--- src/rtl/alu_arbiter.sv ---
// Round-robin arbiter sharing one registered ALU between two requesters.
// One operation in flight; the result returns with the owner's ID on a valid/ready channel.
module alu_arbiter #(
    parameter int XLEN        = 32,
    parameter int ALU_LATENCY = 1   // legal range 1..4
) (
    input  logic            clk,
    input  logic            rst_n,

    input  logic            r0_valid,
    output logic            r0_ready,
    input  logic [2:0]      r0_fun3,
    input  logic [6:0]      r0_func7,
    input  logic [XLEN-1:0] r0_in1,
    input  logic [XLEN-1:0] r0_in2,

    input  logic            r1_valid,
    output logic            r1_ready,
    input  logic [2:0]      r1_fun3,
    input  logic [6:0]      r1_func7,
    input  logic [XLEN-1:0] r1_in1,
    input  logic [XLEN-1:0] r1_in2,

    output logic            rsp_valid,
    input  logic            rsp_ready,
    output logic            rsp_id,
    output logic [XLEN-1:0] rsp_data,

    output logic [2:0]      alu_fun3,
    output logic [6:0]      alu_func7,
    output logic [XLEN-1:0] alu_in1,
    output logic [XLEN-1:0] alu_in2,
    input  logic [XLEN-1:0] alu_out,

    output logic [1:0]      dbg_state
);

    // Handshakes: a transfer happens on a rising edge where valid && ready.
    // Producers hold valid and payload stable until ready; ready never waits on valid
    // of the same channel being dropped, and rsp_ready without rsp_valid is ignored.

    localparam logic [1:0] IDLE = 2'd0;
    localparam logic [1:0] BUSY = 2'd1;
    localparam logic [1:0] RESP = 2'd2;

    localparam logic [2:0] LAT = 3'(ALU_LATENCY);

    logic [1:0]      state;
    logic            rr_ptr;
    logic [2:0]      cnt;

    logic            gnt_valid;
    logic            gnt_id;
    logic [2:0]      sel_fun3;
    logic [6:0]      sel_func7;
    logic [XLEN-1:0] sel_in1;
    logic [XLEN-1:0] sel_in2;

    // Grant depends only on state, valids and rr_ptr, so it is stable while inputs are.
    always_comb begin
        gnt_valid = 1'b0;
        gnt_id    = 1'b0;
        if (state == IDLE) begin
            if (r0_valid && r1_valid) begin
                gnt_valid = 1'b1;
                gnt_id    = rr_ptr;
            end else if (r0_valid) begin
                gnt_valid = 1'b1;
                gnt_id    = 1'b0;
            end else if (r1_valid) begin
                gnt_valid = 1'b1;
                gnt_id    = 1'b1;
            end
        end
    end

    assign r0_ready  = gnt_valid && !gnt_id;
    assign r1_ready  = gnt_valid &&  gnt_id;
    assign dbg_state = state;

    always_comb begin
        sel_fun3  = r0_fun3;
        sel_func7 = r0_func7;
        sel_in1   = r0_in1;
        sel_in2   = r0_in2;
        if (gnt_id) begin
            sel_fun3  = r1_fun3;
            sel_func7 = r1_func7;
            sel_in1   = r1_in1;
            sel_in2   = r1_in2;
        end
    end

    always_ff @(posedge clk or negedge rst_n) begin
        if (!rst_n) begin
            state     <= IDLE;
            rr_ptr    <= 1'b0;
            cnt       <= 3'd0;
            rsp_valid <= 1'b0;
            rsp_id    <= 1'b0;
            rsp_data  <= '0;
            alu_fun3  <= 3'd0;
            alu_func7 <= 7'd0;
            alu_in1   <= '0;
            alu_in2   <= '0;
        end else begin
            case (state)
                IDLE: begin
                    if (gnt_valid) begin
                        alu_fun3  <= sel_fun3;
                        alu_func7 <= sel_func7;
                        alu_in1   <= sel_in1;
                        alu_in2   <= sel_in2;
                        rsp_id    <= gnt_id;
                        rr_ptr    <= !gnt_id;
                        cnt       <= LAT;
                        state     <= BUSY;
                    end
                end
                // Counter runs LAT..0; capturing on the zero edge gives ALU_LATENCY+1 cycles.
                BUSY: begin
                    if (cnt == 3'd0) begin
                        rsp_data  <= alu_out;
                        rsp_valid <= 1'b1;
                        state     <= RESP;
                    end else begin
                        cnt <= cnt - 3'd1;
                    end
                end
                RESP: begin
                    if (rsp_ready) begin
                        rsp_valid <= 1'b0;
                        state     <= IDLE;
                    end
                end
                default: begin
                    state     <= IDLE;
                    rsp_valid <= 1'b0;
                end
            endcase
        end
    end

endmodule

--- config.mk ---
export PLATFORM = sky130hd
export DESIGN_NAME = alu_arbiter
export DESIGN_NICKNAME = d
export VERILOG_FILES = /design/src/rtl/alu_arbiter.sv
export SDC_FILE = /design/constraint.sdc
export NUM_CORES = 1
export LEC_CHECK = 0
export ABC_AREA = 1
export CAP_MARGIN = 15
export CORE_AREA = 2 2 120 122
export DETAILED_ROUTE_END_ITERATION = 16
export DIE_AREA = 0 0 122 124
export PLACE_DENSITY = 0.85
export SYNTH_ARGS = -nofsm -noshare
export SYNTH_HDL_FRONTEND = slang
export SYNTH_SLANG_ARGS = --single-unit
--- constraint.sdc ---
create_clock -name clk -period 2.4 [get_ports clk]
set_input_delay 0.36 -clock clk [delete_from_list [all_inputs] [get_ports clk]]
set_output_delay 0.36 -clock clk [all_outputs]
set_load 0.005 [all_outputs]
==> run summary, run 1 <==
status: finished, final reports clean
most common cell after layout, fill and taps aside: nand2_1
post-synthesis cell type count: 22
largest net degree at the start of global routing: 77
GP Congestion: 0.831
vias in the first global route: 6136
post-synth top area share: 0.478
Routed WL: 19.7 mm
FF/Latch Area: 2850 µm²
Least-Margin Pin Slew: 874 ps
Die ar.: 15100 µm²
leading area contributor after synthesis: dfrtp_1
fin. max-slew vios: 0
Worst setup SP type: flip-flop
#FFs+latches synth: 114
top cells by area, synth: dfrtp_1 48%, nand2_1 19%, inv_1 9.9%
vias per cell: 5.02
setup tns final: 0 ps
Post-Syn Area: 5970 µm²
setup slack after layout: 164 ps
Worst Path Required: 2040 ps
most common flop cell mapped by yosys: dfrtp_1
share of cells above drive strength 1: 0.0451
arrival time at the worst endpoint: 1880 ps
NumNets Final: 1282
Bufs and invs on worst path: 3
Worst slew margin: 0.417
# H-tree levels: 4
Final Cycle Share: 0.932
crit path cell chain: nor2_4 -> o21ai_4 -> inv_2 -> nand2_1 -> inv_1 -> clkdlybuf4s50_1
max-cap viol count: 0
row count: 43
pwr dens: 1180 nW/µm²
Worst setup EP type: primary output
Peak Freq: 0.447 GHz
IO buf count: 296
# fillers: 1112
Die X: 122 µm
Peak VDD IR: 0.000581 V
Resized cells post-CTS: 0
Final Setup Violations: 0
CTS tree: yes
worst stage delay on the critical path: 540 ps
Leakage: 0.00503 µW
syn_area_per_cell: 7.24 µm²
total track usage: 0.261
synth warn: 0
Vias: 6461
met2 WL: 9.66 mm
worst-skew pair later-pin latency: 410 ps
Post-DRT Antenna Nets: 0
Reg clk slew, reported paths: 50 ps
CP Class: reg2out
chip height: 124 µm
# diodes: 0
post-CTS setup buffers: 0
pre-CTS setup slack: 282 ps
global-route wire length before repair: 30.6 mm
IO Pins: 297
Area growth syn-to-layout: 60.7%
post-DP HPWL: 13.0 mm
Crit Path Max Fanout: 6
routed length on met3: 1.48 mm
Initial Util: 0.435
Seq/Total Area, Yosys: 0.478
first drt pass iteration count: 5
syn_nets: 1012
slowest CP cell: clkdlybuf4s50_1
most frequent cells in the layout: 296 x nand2_1, 294 x clkdlybuf4s50_1, 158 x inv_1
DRC viols: 0
antenna violations before repair: 0
TritonCTS Buffers: 17
number of flops mapped to enable cells by yosys: 0
ys async rst share: 1.00
TritonCTS Sinks: 114
Final Hold Viols: 0
metal1 wirelength: 7.86 mm
area of the multi-input gates: 2250 µm²
worst hold path class: in2reg
Longest Clk Path Bufs: 2
Iter 0 DRT Violations: 576
RSZ-0062 raised after global routing: false
final clock skew: 5.68 ps
clk root buf: clkbuf_16
Synth Instances: 825
DR top layer: met4
CP delay by family, top: buffers and inverters
post-DR wirelength/cell: 15.3 µm
final period demand of the worst path: 2240 ps
core footprint: 13700 µm²
grt ovf: 0
## power by group
group	switching (µW)	leakage (µW)	internal [µW]	total, µW
logic	2740	0.00335	2660	5400
registers	532	0.00140	2890	3420
clock network	877	0.000286	1680	2550
total	4150	0.00503	7230	11400
## cells by family (layout without fill, tap and decap cells)
| logic type | count (synthesis) | in the layout | synth area share |
|---|---|---|---|
| AO/OA/AOI/OAI | 8 | 8 | 0.00817 |
| AND/OR/NAND/NOR | 484 | 484 | 0.362 |
| flip-flops | 114 | 114 | 0.478 |
| XOR/XNOR | 1 | 1 | 0.00147 |
| buffers and inverters | 216 | 499 | 0.147 |
| adder cells (fa/ha/maj) | 2 | 2 | 0.00419 |
## synthesized netlist by cell type, types with 2 or more instances
master	n
nand4_1	74
nand3_1	107
dfrtp_1	114
nor2_1	2
buf_1	10
buf_4	6
ha_1	2
nor2_4	2
nand2_1	297
inv_1	158
buf_2	29
clkbuf_1	11
o21ai_0	4
## final timing paths
| check | end | cells past startpoint | slack, ps | from |
|---|---|---|---|---|
| worst max-delay path | r0_ready | 6 | 160 | dbg_state[0] |
| worst min-delay path | alu_in1[30] | 4 | 340 | r1_valid |
| worst max register to register | alu_in2[28] | 5 | 460 | dbg_state[0] |
| worst min register to register | rsp_data[7] | 2 | 470 | rsp_data[7] |
| max in group asynchronous | alu_fun3[0] | 3 | 1270 | rst_n |
| min in group asynchronous | alu_in2[18] | 2 | 450 | rst_n |
## metrics by stage
step / instances / total power, µW / hold slack [ps] / util / instance area, µm²
5_1_grt: 1288 / 12200 / 378 / 0.700 / 9600
2_1_floorplan: 825 / 5920 / 64.4 / - / 5970
3_3_place_gp: 1255 / 8680 / 341 / 0.655 / 8990
4_1_cts: 1288 / 11400 / 334 / 0.700 / 9600
6_report: 1288 / 11400 / 344 / 0.700 / 9600
3_5_place_dp: 1255 / 8810 / 341 / 0.655 / 8990
## state kept, by name, indices dropped and copies added, names as in the netlist
name	flops
alu_in1	32
alu_in2	32
rsp_data	32
alu_func7	7
alu_fun3	3
cnt	3
dbg_state	2
rr_ptr	1
rsp_id	1
rsp_valid	1
## worst register-to-register path: stages, from the launching register on
cell and delay, ps:
dfrtp_1 450, nor2_4 200, buf_4 670, nand4_1 310, nand3_1 140, nand2_1 60
## metal layers
| layer | up-vias | track usage |
|---|---|---|
| met5 | - | 0 |
| met4 | 0 | 0.118 |
| met3 | 51 | 0.0682 |
| met2 | 285 | 0.436 |
| met1 | 3023 | 0.317 |
| li1 | 3102 | - |
## what timing repair did
item | in CTS | in global routing
hold buffers | 1 | 0
hold endpoints to repair | 32 | 0
setup endpoints to repair | 0 | 0
## layout make-up
class                      count  area share
timing repair buffer         308       0.320
sequential                   114       0.297
multi-input combinational    495       0.235
inverter                     159      0.0622
clock buffer                  22      0.0484
tap                          180      0.0235
clock inverter                10      0.0138
No activity file was read; power rests on OpenSTA's default activity.
==> inputs of run 2 (changes only) <==
ABC_AREA = unset   (was 1)
CORE_AREA = 2 2 117 119   (was 2 2 120 122)
DIE_AREA = 0 0 119 121   (was 0 0 122 124)
RECOVER_POWER = 50   (was unset)
clock period = 2.6 ns   (was 2.4 ns; I/O delays follow)
==> run 2 against run 1 <==
Against the previous run:
- wire length decreased by 4.6%
- final cell count decreased by 23%
- synthesized area decreased by 9.1%
- sequential share of layout area increased by 1.6 points
- hold slack improved by 140 ps
- clock power decreased by 4%
- flip-flop and latch count unchanged
- power decreased by 11%
- register-to-register slack about the same
- clock skew increased by 1.1 ps
- cell area decreased by 5.1%
- critical endpoint is now r1_ready
- largest cell class unchanged
==> run summary, run 2 <==
status: finished, final reports clean
most common flop cell mapped by yosys: dfrtp_1
Worst setup SP type: flip-flop
pre-CTS setup slack: 283 ps
Least-Margin Pin Slew: 1020 ps
Worst setup EP type: primary output
row count: 42
Post-CTS Hold Buffers: 1
Final Setup Violations: 0
post-synthesis cell type count: 23
GP Congestion: 0.853
most common cell in the netlist: dfrtp_1
Vias: 5598
share of cells above drive strength 1: 0.107
vias per cell: 5.65
top cells by area, synth: dfrtp_1 53%, o311ai_0 8.9%, nand4_1 8.5%
Final Hold Viols: 0
setup tns final: 0 ps
Reg clk slew, reported paths: 60 ps
CP Class: reg2out
Synth Instances: 533
Post-DRT Antenna Nets: 0
NumNets Final: 989
Peak Freq: 0.425 GHz
Final Cycle Share: 0.904
Routed WL: 18.8 mm
most frequent cells in the layout: 242 x clkdlybuf4s50_1, 114 x dfrtp_1, 77 x inv_1
#FFs+latches synth: 114
Area growth syn-to-layout: 67.8%
Longest Clk Path Bufs: 2
Logic pwr share: 0.441
# H-tree levels: 4
slowest CP cell: clkdlybuf4s50_1
fin. max-slew vios: 0
Die ar.: 14400 µm²
antenna violations before repair: 0
Peak VDD IR: 0.000681 V
Die X: 119 µm
Placement Cell Area: 8480 µm²
DRC viols: 0
post-synth top area share: 0.526
clk root buf: clkbuf_16
CTS tree: yes
clock share of power: 0.243
sequential fraction of design power: 0.316
TritonCTS Buffers: 17
total chip power: 10100 µW
post-DR wirelength/cell: 18.9 µm
Seq/Total Area, Yosys: 0.526
Switching Power: 3310 µW
IO Pins: 297
Iter 0 DRT Violations: 716
pwr dens: 1110 nW/µm²
final period demand of the worst path: 2350 ps
IO buf count: 296
grt ovf: 0
max-cap viol count: 0
final clock skew: 6.79 ps
worst-skew pair later-pin latency: 400 ps
Crit Path Max Fanout: 12
Final Hold Slack: 488 ps
ys async rst share: 1.00
# fillers: 922
Leakage: 0.00377 µW
synth warn: 0
syn_area_per_cell: 10.2 µm²
number of flops mapped to enable cells by yosys: 0
fin area: 9100 µm²
total track usage: 0.262
post-CTS setup buffers: 0
leading area contributor after synthesis: dfrtp_1
chip height: 121 µm
reg-to-reg slack, setup: 470 ps
worst hold path class: reg2reg
TritonCTS Sinks: 114
core footprint: 13100 µm²
RSZ-0062 raised after global routing: false
Int Pwr: 6800 µW
first drt pass iteration count: 5
crit path cell chain: nor2_4 -> and3_2 -> clkdlybuf4s50_1
worst stage delay on the critical path: 550 ps
setup slack after layout: 249 ps
vias in the first global route: 5755
arrival time at the worst endpoint: 1960 ps
switching part of the total power: 0.328
Post-synth top cells: 114 x dfrtp_1, 77 x inv_1, 75 x o21ai_0
largest net degree at the start of global routing: 77
Worst slew margin: 0.317
global-route wire length before repair: 29.5 mm
Post-Syn Area: 5430 µm²
Worst Path Required: 2210 ps
syn_nets: 720
Resized cells post-CTS: 0
post-DP HPWL: 13.0 mm
Regs by FF count: alu_in1: 32 flops, alu_in2: 32 flops, rsp_data: 32 flops
most common cell after layout, fill and taps aside: clkdlybuf4s50_1
Initial Util: 0.415
# diodes: 0
[run 2: layer usage]
| metal | wire length, µm | global-route usage | vias to the layer above |
|---|---|---|---|
| met3 | 1470 | 0.0714 | 51 |
| met1 | 6900 | 0.293 | 2666 |
| li1 | - | - | 2523 |
| met4 | 654 | 0.126 | 0 |
| met2 | 9760 | 0.462 | 358 |
| met5 | 0 | 0 | - |
[run 2: path summary, 6_finish.rpt]
kind | start | to | cells past startpoint
max | dbg_state[0] | r1_ready | 3
min | rsp_id | rsp_id | 1
max reg2reg | dbg_state[0] | alu_in2[4] | 4
min reg2reg | rsp_id | rsp_id | 1
max in group asynchronous | rst_n | alu_in1[6] | 3
min in group asynchronous | rst_n | alu_fun3[2] | 2
[run 2: kinds of logic (layout without fill, tap and decap cells)]
logic type,after synthesis,after routing,synth area share
DFF,114,114,0.526
buffers and inverters,137,419,0.101
AOI/OAI and AO/OA,156,156,0.197
and+or+nand+nor,90,90,0.101
muxes,34,34,0.0703
adders and majority gates,2,2,0.00461
[run 2: power by group through the flow]
stage	registers [µW]	clock network [µW]	logic (µW)
6_report	3190	2460	4460
3_3_place_gp	3180	0	4470
5_1_grt	3310	2610	4840
3_5_place_dp	3230	0	4630
4_1_cts	3220	2510	4660
2_1_floorplan	3220	0	1930
[run 2: worst max-delay path, delay by kind of cell, from the launching register on]
family	cells	cell delay, ps
buffers and inverters	1	550
DFF	1	470
and+or+nand+nor	2	540
[run 2: layout make-up]
class	instances	area (µm²)	area share
Tap cell	176	220	0.0242
Clock buffer	19	453	0.0497
Sequential cell	114	2850	0.313
Inverter	77	289	0.0317
Clock inverter	13	183	0.0201
Multi-Input combinational cell	282	2050	0.225
Timing Repair Buffer	310	3060	0.336
[run 2: metrics by stage]
stage                     utilization  cells
final                           0.696    991
after detailed placement        0.648    958
after global routing            0.696    991
after CTS                       0.697    991
after global placement          0.648    958
after floorplan                     -    533
